`config.mk`:
```
export PLATFORM = sky130hd
export DESIGN_NAME = pong_game_ctrl
export DESIGN_NICKNAME = d
export VERILOG_FILES = /design/src/rtl/pong_pkg.sv /design/src/rtl/bcd2_counter.sv /design/src/rtl/pong_game_ctrl.sv
export SDC_FILE = /design/constraint.sdc
export NUM_CORES = 1
export LEC_CHECK = 0
export BUFFER_PORTS_ARGS = -buffer_cell sky130_fd_sc_hd__buf_2
export CAP_MARGIN = 30
export CORE_ASPECT_RATIO = 1.1
export CORE_MARGIN = 4
export CORE_UTILIZATION = 35
export CTS_BUF_LIST = sky130_fd_sc_hd__clkbuf_8
export CTS_CLUSTER_SIZE = 40
export DETAILED_ROUTE_END_ITERATION = 12
export PLACE_DENSITY = 0.61
export RECOVER_POWER = 100
export REMOVE_ABC_BUFFERS = 1
export SYNTH_ARGS = -nofsm -noshare
export SYNTH_HDL_FRONTEND = slang
export SYNTH_SLANG_ARGS = --single-unit
```
`constraint.sdc`:
```
create_clock -name clk -period 4.2 [get_ports clk]
set_input_delay 0.21 -clock clk [delete_from_list [all_inputs] [get_ports clk]]
set_output_delay 0.21 -clock clk [all_outputs]
set_load 0.005 [all_outputs]
```
`src/rtl/pong_pkg.sv`:
```
`default_nettype none
// ============================================================================
//  Module  : pong_pkg
//  Purpose : Shared definitions for the ping-pong game sequencer: FSM state
//            encoding, winner codes, default game constants and a 2-digit
//            BCD increment helper.
//  Ports   : none (package)
//  Rev     : 1.0  initial release
// ============================================================================
package pong_pkg;

  // State encoding is also the value presented on the 'state' output port.
  typedef enum logic [1:0] {
    ST_NEWGAME = 2'b00,
    ST_PLAY    = 2'b01,
    ST_NEWBALL = 2'b10,
    ST_OVER    = 2'b11
  } game_state_t;

  localparam logic [1:0] WINNER_NONE  = 2'b00;
  localparam logic [1:0] WINNER_LEFT  = 2'b01;
  localparam logic [1:0] WINNER_RIGHT = 2'b10;

  localparam logic [7:0] DEF_WIN_SCORE        = 8'h05;
  localparam int         DEF_BALL_WAIT_FRAMES = 120;
  localparam int         DEF_OVER_WAIT_FRAMES = 300;
  localparam int         DEF_TMR_W            = 9;

  // {tens, units} + 1 in BCD; 99 wraps to 00.
  function automatic logic [7:0] bcd2_inc(input logic [7:0] value);
    logic [3:0] tens;
    logic [3:0] units;
    tens  = value[7:4];
    units = value[3:0];
    if (units >= 4'd9) begin
      units = 4'd0;
      tens  = (tens >= 4'd9) ? 4'd0 : tens + 4'd1;
    end else begin
      units = units + 4'd1;
    end
    return {tens, units};
  endfunction

endpackage
`default_nettype wire

```
`src/rtl/bcd2_counter.sv`:
```
`default_nettype none
// ============================================================================
//  Module  : bcd2_counter
//  Purpose : Two-digit BCD score counter with synchronous clear and
//            increment enable.
//  Ports   : clk, reset (async, active-high)
//            clr        - synchronous clear to 8'h00 (wins over inc)
//            inc        - increment by one on this edge
//            count      - current value {tens, units}
//            count_inc  - value the counter would take on an increment
//  Rev     : 1.0  initial release
// ============================================================================
module bcd2_counter
  import pong_pkg::*;
(
  input  logic       clk,
  input  logic       reset,
  input  logic       clr,
  input  logic       inc,
  output logic [7:0] count,
  output logic [7:0] count_inc
);

  // Exposed so the controller can test the post-increment score against the
  // winning value in the same cycle the point is scored.
  assign count_inc = bcd2_inc(count);

  always_ff @(posedge clk or posedge reset) begin
    if (reset) begin
      count <= 8'h00;
    end else if (clr) begin
      count <= 8'h00;
    end else if (inc) begin
      count <= count_inc;
    end
  end

endmodule
`default_nettype wire

```
`src/rtl/pong_game_ctrl.sv`:
```
`default_nettype none
// ============================================================================
//  Module  : pong_game_ctrl
//  Purpose : Game-level sequencer for the ping-pong design. Runs the
//            NEWGAME / PLAY / NEWBALL / OVER state machine, keeps both BCD
//            scores, counts rally hits and freezes the ball between points.
//  Ports   : clk, reset (async, active-high)
//            frame_tick          - one-cycle pulse per video frame
//            btn[3:0]            - debounced paddle buttons (any starts a game)
//            l_hit, r_hit        - paddle hit levels from graphics
//            l_mis, r_mis        - miss levels from graphics
//            gra_still           - freeze and centre the ball
//            l_score, r_score    - BCD scores {tens, units}
//            rally               - hits in current rally, saturates at 255
//            state               - 00 NEWGAME, 01 PLAY, 10 NEWBALL, 11 OVER
//            winner              - 01 left, 10 right, 00 none
//            show_start, show_over - overlay text selects
//  Rev     : 1.0  initial release
// ============================================================================
module pong_game_ctrl
  import pong_pkg::*;
#(
  parameter logic [7:0] WIN_SCORE        = DEF_WIN_SCORE,
  parameter int         BALL_WAIT_FRAMES = DEF_BALL_WAIT_FRAMES,
  parameter int         OVER_WAIT_FRAMES = DEF_OVER_WAIT_FRAMES,
  parameter int         TMR_W            = DEF_TMR_W
)(
  input  logic       clk,
  input  logic       reset,
  input  logic       frame_tick,
  input  logic [3:0] btn,
  input  logic       l_hit,
  input  logic       r_hit,
  input  logic       l_mis,
  input  logic       r_mis,
  output logic       gra_still,
  output logic [7:0] l_score,
  output logic [7:0] r_score,
  output logic [7:0] rally,
  output logic [1:0] state,
  output logic [1:0] winner,
  output logic       show_start,
  output logic       show_over
);

  localparam logic [TMR_W-1:0] BALL_LOAD = TMR_W'(BALL_WAIT_FRAMES - 1);
  localparam logic [TMR_W-1:0] OVER_LOAD = TMR_W'(OVER_WAIT_FRAMES - 1);

  game_state_t      cur_state;
  game_state_t      nxt_state;
  logic [TMR_W-1:0] timer;
  logic [TMR_W-1:0] timer_nxt;
  logic [7:0]       rally_nxt;
  logic [1:0]       winner_nxt;

  logic btn_any;
  logic btn_any_d;
  logic armed;
  logic start;
  logic hit_any;
  logic hit_d;
  logic hit_rise;

  logic       clr_scores;
  logic       inc_l;
  logic       inc_r;
  logic [7:0] l_score_inc;
  logic [7:0] r_score_inc;

  assign btn_any  = |btn;
  assign hit_any  = l_hit | r_hit;
  assign hit_rise = hit_any & ~hit_d;

  // 'armed' stays low after reset until all buttons have been seen released,
  // so a button held through reset release cannot masquerade as a fresh
  // press even though the delay flop itself resets to 0.
  assign start = btn_any & ~btn_any_d & armed;

  bcd2_counter u_l_score (
    .clk       (clk),
    .reset     (reset),
    .clr       (clr_scores),
    .inc       (inc_l),
    .count     (l_score),
    .count_inc (l_score_inc)
  );

  bcd2_counter u_r_score (
    .clk       (clk),
    .reset     (reset),
    .clr       (clr_scores),
    .inc       (inc_r),
    .count     (r_score),
    .count_inc (r_score_inc)
  );

  always_ff @(posedge clk or posedge reset) begin
    if (reset) begin
      cur_state <= ST_NEWGAME;
      timer     <= '0;
      rally     <= 8'd0;
      winner    <= WINNER_NONE;
      btn_any_d <= 1'b0;
      hit_d     <= 1'b0;
      armed     <= 1'b0;
    end else begin
      cur_state <= nxt_state;
      timer     <= timer_nxt;
      rally     <= rally_nxt;
      winner    <= winner_nxt;
      btn_any_d <= btn_any;
      hit_d     <= hit_any;
      armed     <= armed | ~btn_any;
    end
  end

  always_comb begin
    nxt_state  = cur_state;
    timer_nxt  = timer;
    rally_nxt  = rally;
    winner_nxt = winner;
    clr_scores = 1'b0;
    inc_l      = 1'b0;
    inc_r      = 1'b0;

    unique case (cur_state)
      ST_NEWGAME: begin
        if (start) begin
          clr_scores = 1'b1;
          rally_nxt  = 8'd0;
          winner_nxt = WINNER_NONE;
          nxt_state  = ST_PLAY;
        end
      end

      ST_PLAY: begin
        // A miss owns the cycle: l_mis first, and no rally increment alongside.
        if (l_mis) begin
          inc_r = 1'b1;
          if (r_score_inc == WIN_SCORE) begin
            winner_nxt = WINNER_RIGHT;
            timer_nxt  = OVER_LOAD;
            nxt_state  = ST_OVER;
          end else begin
            timer_nxt = BALL_LOAD;
            rally_nxt = 8'd0;
            nxt_state = ST_NEWBALL;
          end
        end else if (r_mis) begin
          inc_l = 1'b1;
          if (l_score_inc == WIN_SCORE) begin
            winner_nxt = WINNER_LEFT;
            timer_nxt  = OVER_LOAD;
            nxt_state  = ST_OVER;
          end else begin
            timer_nxt = BALL_LOAD;
            rally_nxt = 8'd0;
            nxt_state = ST_NEWBALL;
          end
        end else if (hit_rise && (rally != 8'hFF)) begin
          rally_nxt = rally + 8'd1;
        end
      end

      ST_NEWBALL: begin
        if (frame_tick) begin
          if (timer == '0) begin
            nxt_state = ST_PLAY;
          end else begin
            timer_nxt = timer - 1'b1;
          end
        end
      end

      ST_OVER: begin
        if (frame_tick) begin
          if (timer == '0) begin
            nxt_state = ST_NEWGAME;
          end else begin
            timer_nxt = timer - 1'b1;
          end
        end
      end

      default: nxt_state = ST_NEWGAME;
    endcase
  end

  // Pure state decodes: a state change and its overlay/freeze effect appear
  // on the same edge.
  assign state      = cur_state;
  assign gra_still  = (cur_state != ST_PLAY);
  assign show_start = (cur_state == ST_NEWGAME);
  assign show_over  = (cur_state == ST_OVER);

endmodule
`default_nettype wire
```
Word-level counts from Yosys, hierarchy flattened --
Index checks and enable logic that the tools add are counted.
Word-level totals: input port bits 11, register bits after elaboration 40, output and inout bits 31
Cells by class: magnitude comparators 4, $add $sub $neg 6, bitwise logic cells 8, equal/unequal tests 20, muxes and demuxes 47, reductions and logical operators 13
Operator list (number):
- 2-to-1 mux 8 bit | 10
- 2-to-1 mux 9 bit | 6
- 2-to-1 mux 2 bit | 12
- 2-to-1 mux 4 bit | 6
- one-hot mux 9 bit (2 select lines) | 1
- adder 4 x 1 -> 4 bit (second input constant) | 4
- == test 8 x 3 -> 1 bit (second input constant) | 2
- >= comparator 4 bit (second input constant) | 4
- one-hot mux 8 bit (2 select lines) | 1
- != test 3 bit (second input constant) | 4
- AND reduction 5 bit | 2
- zero test 9 bit | 1
- 2-to-1 mux 1 bit | 9
- subtractor 9 x 1 -> 9 bit (second input constant) | 1
- adder 8 x 1 -> 8 bit (second input constant) | 1
- != test 2 x 1 -> 1 bit (second input constant) | 4
- != test 2 bit (second input constant) | 4
- != test 4 bit (second input constant) | 2
- != test 8 bit (second input constant) | 1
- one-hot mux 2 bit (4 select lines) | 1
- nonzero test 2 bit | 4
- AND reduction 6 bit | 1
- == test 2 bit (second input constant) | 2
- one-hot mux 2 bit (2 select lines) | 1
- 9 further kinds | 14

Logic depth before layout (Yosys ltp) --
depth after elaboration 8, mapped depth 8

Cells and area by module --
From an unflattened synthesis, not the netlist that was laid out.
Second synthesis, totals: cells, all modules 310, area total of the unflattened synthesis 2657.5 um2
By module, submodules not included:
- pong_game_ctrl | area an instance 1401.3 um2, instances 1, seq. area each 600.6 um2, cells an instance 162
- bcd2_counter | area an instance 628.1 um2, instances 2, seq. area each 200.2 um2, cells an instance 74

Worst setup path after synthesis --
No wires, ideal clock.
path kind register to register, start reg timer[0], end reg timer[3], data arrival time 1.816 ns, buffers on the path 1, cell stages (with the launch flop) 9, setup slack 2.242 ns, path through dfrtp_1 inv_1 ha_1 or4b_4 o21ba_1 buf_6 mux2_4 nor2_1 a311oi_1
On the way: longest elaborated chain between the ends 4
Ends and longest elaborated chain:
- from (decl) | line pong_game_ctrl.sv:51 | logic [TMR_W-1:0] timer;
- from (signal assigned) | line pong_game_ctrl.sv:108 | timer <= timer_nxt;
- subtractor 9 x 1 -> 9 bit | line pong_game_ctrl.sv:170, pong_game_ctrl.sv:180
- 2-to-1 mux 9 bit | line pong_game_ctrl.sv:167, pong_game_ctrl.sv:177
- 2-to-1 mux 9 bit | line pong_game_ctrl.sv:166 | if (frame_tick) begin
- one-hot mux 9 bit (2 select lines) | line pong_game_ctrl.sv:126 | unique case (cur_state)
Parallel ways exist; a longest one is shown, timed or not. The select of a mux whose other input is x is not followed. A chain may end at the register's enable or synchronous reset.

Worst setup path in the final report --
start reg u_r_score.count[0], end reg u_r_score.count[4]
On the way: longest elaborated chain between the ends 4
Ends and longest elaborated chain:
- from (decl) | line bcd2_counter.sv:20 | output logic [7:0] count,
- from (signal assigned) | line bcd2_counter.sv:34 | count <= count_inc;
- >= comparator 4 bit | line pong_pkg.sv:35 | if (units >= 4'd9) begin
- 2-to-1 mux 4 bit | line pong_pkg.sv:35
- 2-to-1 mux 8 bit | line bcd2_counter.sv:33 | end else if (inc) begin
- 2-to-1 mux 8 bit | line bcd2_counter.sv:31 | end else if (clr) begin
Every way passes these cells. The select of a mux whose other input is x is not followed.

==> flow_summary.json <==
{
  "fp.dieH_um": 93.2,
  "worst_pin_slew_ns": 2.13,
  "regToRegEndpoint": "u_r_score.count[4]",
  "cts_tree": "done",
  "viasPerCell": 5.36,
  "crit_type": "reg -> reg",
  "ctsResizeCount": 0,
  "fin_crit_sh_pct": 56.3,
  "critPathMaxFanout": 10,
  "finalSetupViolCount": 0,
  "power_density_mw_per_mm2": 371,
  "ctsLongestPathBuffers": 2,
  "clock_latency_ns": 0.29,
  "path_cells": "inv_1 > ha_1 > a21boi_0 > nand2b_1 > o21ai_0 > mux2_2",
  "yosysTopAreaCellShare_pct": 43.3,
  "fmax_ghz": 0.423,
  "drv_cap": 1,
  "cts_htree_levels": 2,
  "synth_simple_gate_area_share_pct": 22.2,
  "ant_nets": 0,
  "hold_path_class": "in -> reg",
  "start_util_pct": 36.6,
  "slew_violations": 41,
  "clk_pin_slew_ns": 0.08,
  "gp_congestion": 0.810,
  "setup_tns_ns": 0,
  "power.static_leakage_nw": 1.26,
  "antenna_cells": 0,
  "finClkSkew_ns": 0.00813,
  "setup_slack_ns": 1.84,
  "required_ns": 4.39,
  "syn_area_sq_mm": 0.00231,
  "areaGrowthSynthToFinish_pct": 16.0,
  "violations": "max-capacitance violations, max-slew violations",
  "clkSinkCount": 40,
  "antenna_found_initial": 0,
  "synthMuxAreaShare_pct": 2.93,
  "post-synth-top-count-cell": "dfrtp_1",
  "nets": 314,
  "worst_ep_arrival_time_ns": 2.55,
  "cts_hold_buf": 0,
  "finalHoldViolCount": 0,
  "fillers": 648,
  "synth-edff-count": 0,
  "crit_slowest_cell": "a21boi_0",
  "synthDistinctLibCells": 57,
  "startpoint_type": "flop",
  "holdPathEnd": "hit_d",
  "regToRegStartpoint": "u_r_score.count[0]",
  "synth_top_flop_cell": "dfrtp_1",
  "fp.dieW_um": 85.5,
  "vias": 1984,
  "drive_gt1_share_pct": 13.4,
  "critical_path.max_stage_delay_ns": 0.79,
  "rr_worst_depth": 6,
  "drtIter0Drc": 70,
  "ys_warn_count": 0,
  "syn-instance-count": 242,
  "crit_path_end_kind": "flop",
  "cts_post_setup_buffers_inserted": 0,
  "ys_top_cells_by_count": "dfrtp_1, nor2_1, inv_1",
  "numPortBuffers": 41,
  "place_ws_ns": 2.12,
  "synth_top_family_by_area": "simple AND/OR/NAND/NOR gates",
  "grtUsageTotal_pct": 13.7,
  "r2r_slack_ns": 1.84,
  "coreArea_sq_mm": 0.00631,
  "grt_max_degree": 41,
  "cts-root-buf": "clkbuf_8",
  "ys_ff_latch": 40,
  "async_reset_ff_share_pct": 100,
  "grt_pass1_wl_um": 8770,
  "min_from": "l_hit",
  "drtPass1Iterations": 4,
  "dp.final_hpwl_um": 3810,
  "synth_xor_area_share_pct": 1.52,
  "drcViolationCount": 0,
  "layout_min_cycle_time_ns": 2.36,
  "wl_um": 5160,
  "synth_fa_ha_area_share_pct": 7.58,
  "wire_per_inst_um": 13.9,
  "syn_area_per_cell_sq_um": 9.54,
  "synth.largest_area_cell": "dfrtp_1",
  "first_global_vias": 1851,
  "yosys-top-cells-area": "dfrtp_1, ha_1, nand3_1",
  "min_path_cells": 2,
  "seq_area_sq_mm": 0.00100,
  "status": "finished, violations left",
  "rsz0062_at_grt": "no",
  "cts_made_buffers": 5,
  "multiInputGateArea_sq_mm": 0.00121,
  "ir_drop_mv": 0.166,
  "dieArea_sq_mm": 0.00796,
  "row_count": 30,
  "slew_headroom_pct": -42.2,
  "synth_compound_area_share_pct": 18.7,
  "ys_seq_area_share_pct": 43.3,
  "overflow": 0,
  "io_pins": 42
}
## per-stage QoR
step	hold slack, ns	cell area, sq um	utilization [%]	total power [mW]	instances
finish	0.123	2680	42.5	0.993	370
detailed placement	0.366	2610	41.3	0.698	362
global placement	0.367	2610	41.3	0.692	362
global route	0.109	2680	42.5	1.07	370
floorplan	0.319	2290	-	0.630	240
CTS	0.0420	2720	43.1	1.02	370
## power breakdown
group          switching, mW  leakage [nW]  total, mW  internal [mW]
sequential            0.0648         0.499      0.500          0.435
combinational         0.0945         0.706      0.180         0.0859
clock                  0.139        0.0593      0.313          0.174
total                  0.298          1.26      0.993          0.695
## flip-flops by register name, indices dropped and copies added (netlist names)
register	cells
winner	2
armed	1
state	2
u_l_score.count	8
timer	9
hit_d	1
rally	8
btn_any_d	1
u_r_score.count	8
## worst max-delay path by stage
stage                             from                 end  slack (ns)  depth (start not counted)
floorplan                     timer[0]            timer[3]        2.25                          7
global placement    u_l_score.count[1]            rally[0]        2.14                          7
detailed placement  u_l_score.count[0]            rally[0]        2.12                          7
CTS                           timer[0]            timer[3]        2.11                          7
global route        u_r_score.count[0]  u_r_score.count[4]        1.68                          6
finish              u_r_score.count[0]  u_r_score.count[4]        1.84                          6
## logic make-up after synthesis
family	Yosys count
buffers and inverters	21
DFF	40
muxes	6
adders and majority gates	14
AOI/OAI and AO/OA	63
and+or+nand+nor	94
xor gates and xnor gates	4
## area by class of cell
| type | count | area share (%) |
|---|---|---|
| sequential | 40 | 37.4 |
| timing repair buffer | 42 | 7.19 |
| multi-input combinational | 181 | 45.0 |
| inverter | 19 | 2.66 |
| tap | 80 | 3.74 |
| clock inverter | 3 | 1.45 |
| clock buffer | 5 | 2.57 |
## critical path: cells and delay by family, from the launching register on
family          cells  cell delay, ns
compound gates      2            0.97
fa+ha+maj           1            0.19
buf+inv             1            0.08
flops               1            0.48
mux                 1            0.31
simple gates        1            0.22
## cell usage in the layout (no fill, tap or decap), types with 4 or more instances in the layout
cell type,synthesis,routed
clkbuf_1,1,14
and3_1,4,4
nand2_1,15,16
buf_2,0,28
o2bb2ai_1,6,6
inv_1,19,20
ha_1,14,14
clkbuf_8,0,5
nand3_1,16,16
nand2b_1,4,4
dfrtp_1,40,40
xor2_1,4,4
nor2_1,21,21
a21oi_1,11,11
o21ai_0,14,15
a22o_1,6,6
nor3_1,8,8
## layer usage
metal,wire [um],track usage [%]
met1,2440,18.0
met2,2380,21.4
met3,270,3.61
met4,70,5.15
met5,0,0
(Power assumes the default switching activity.)
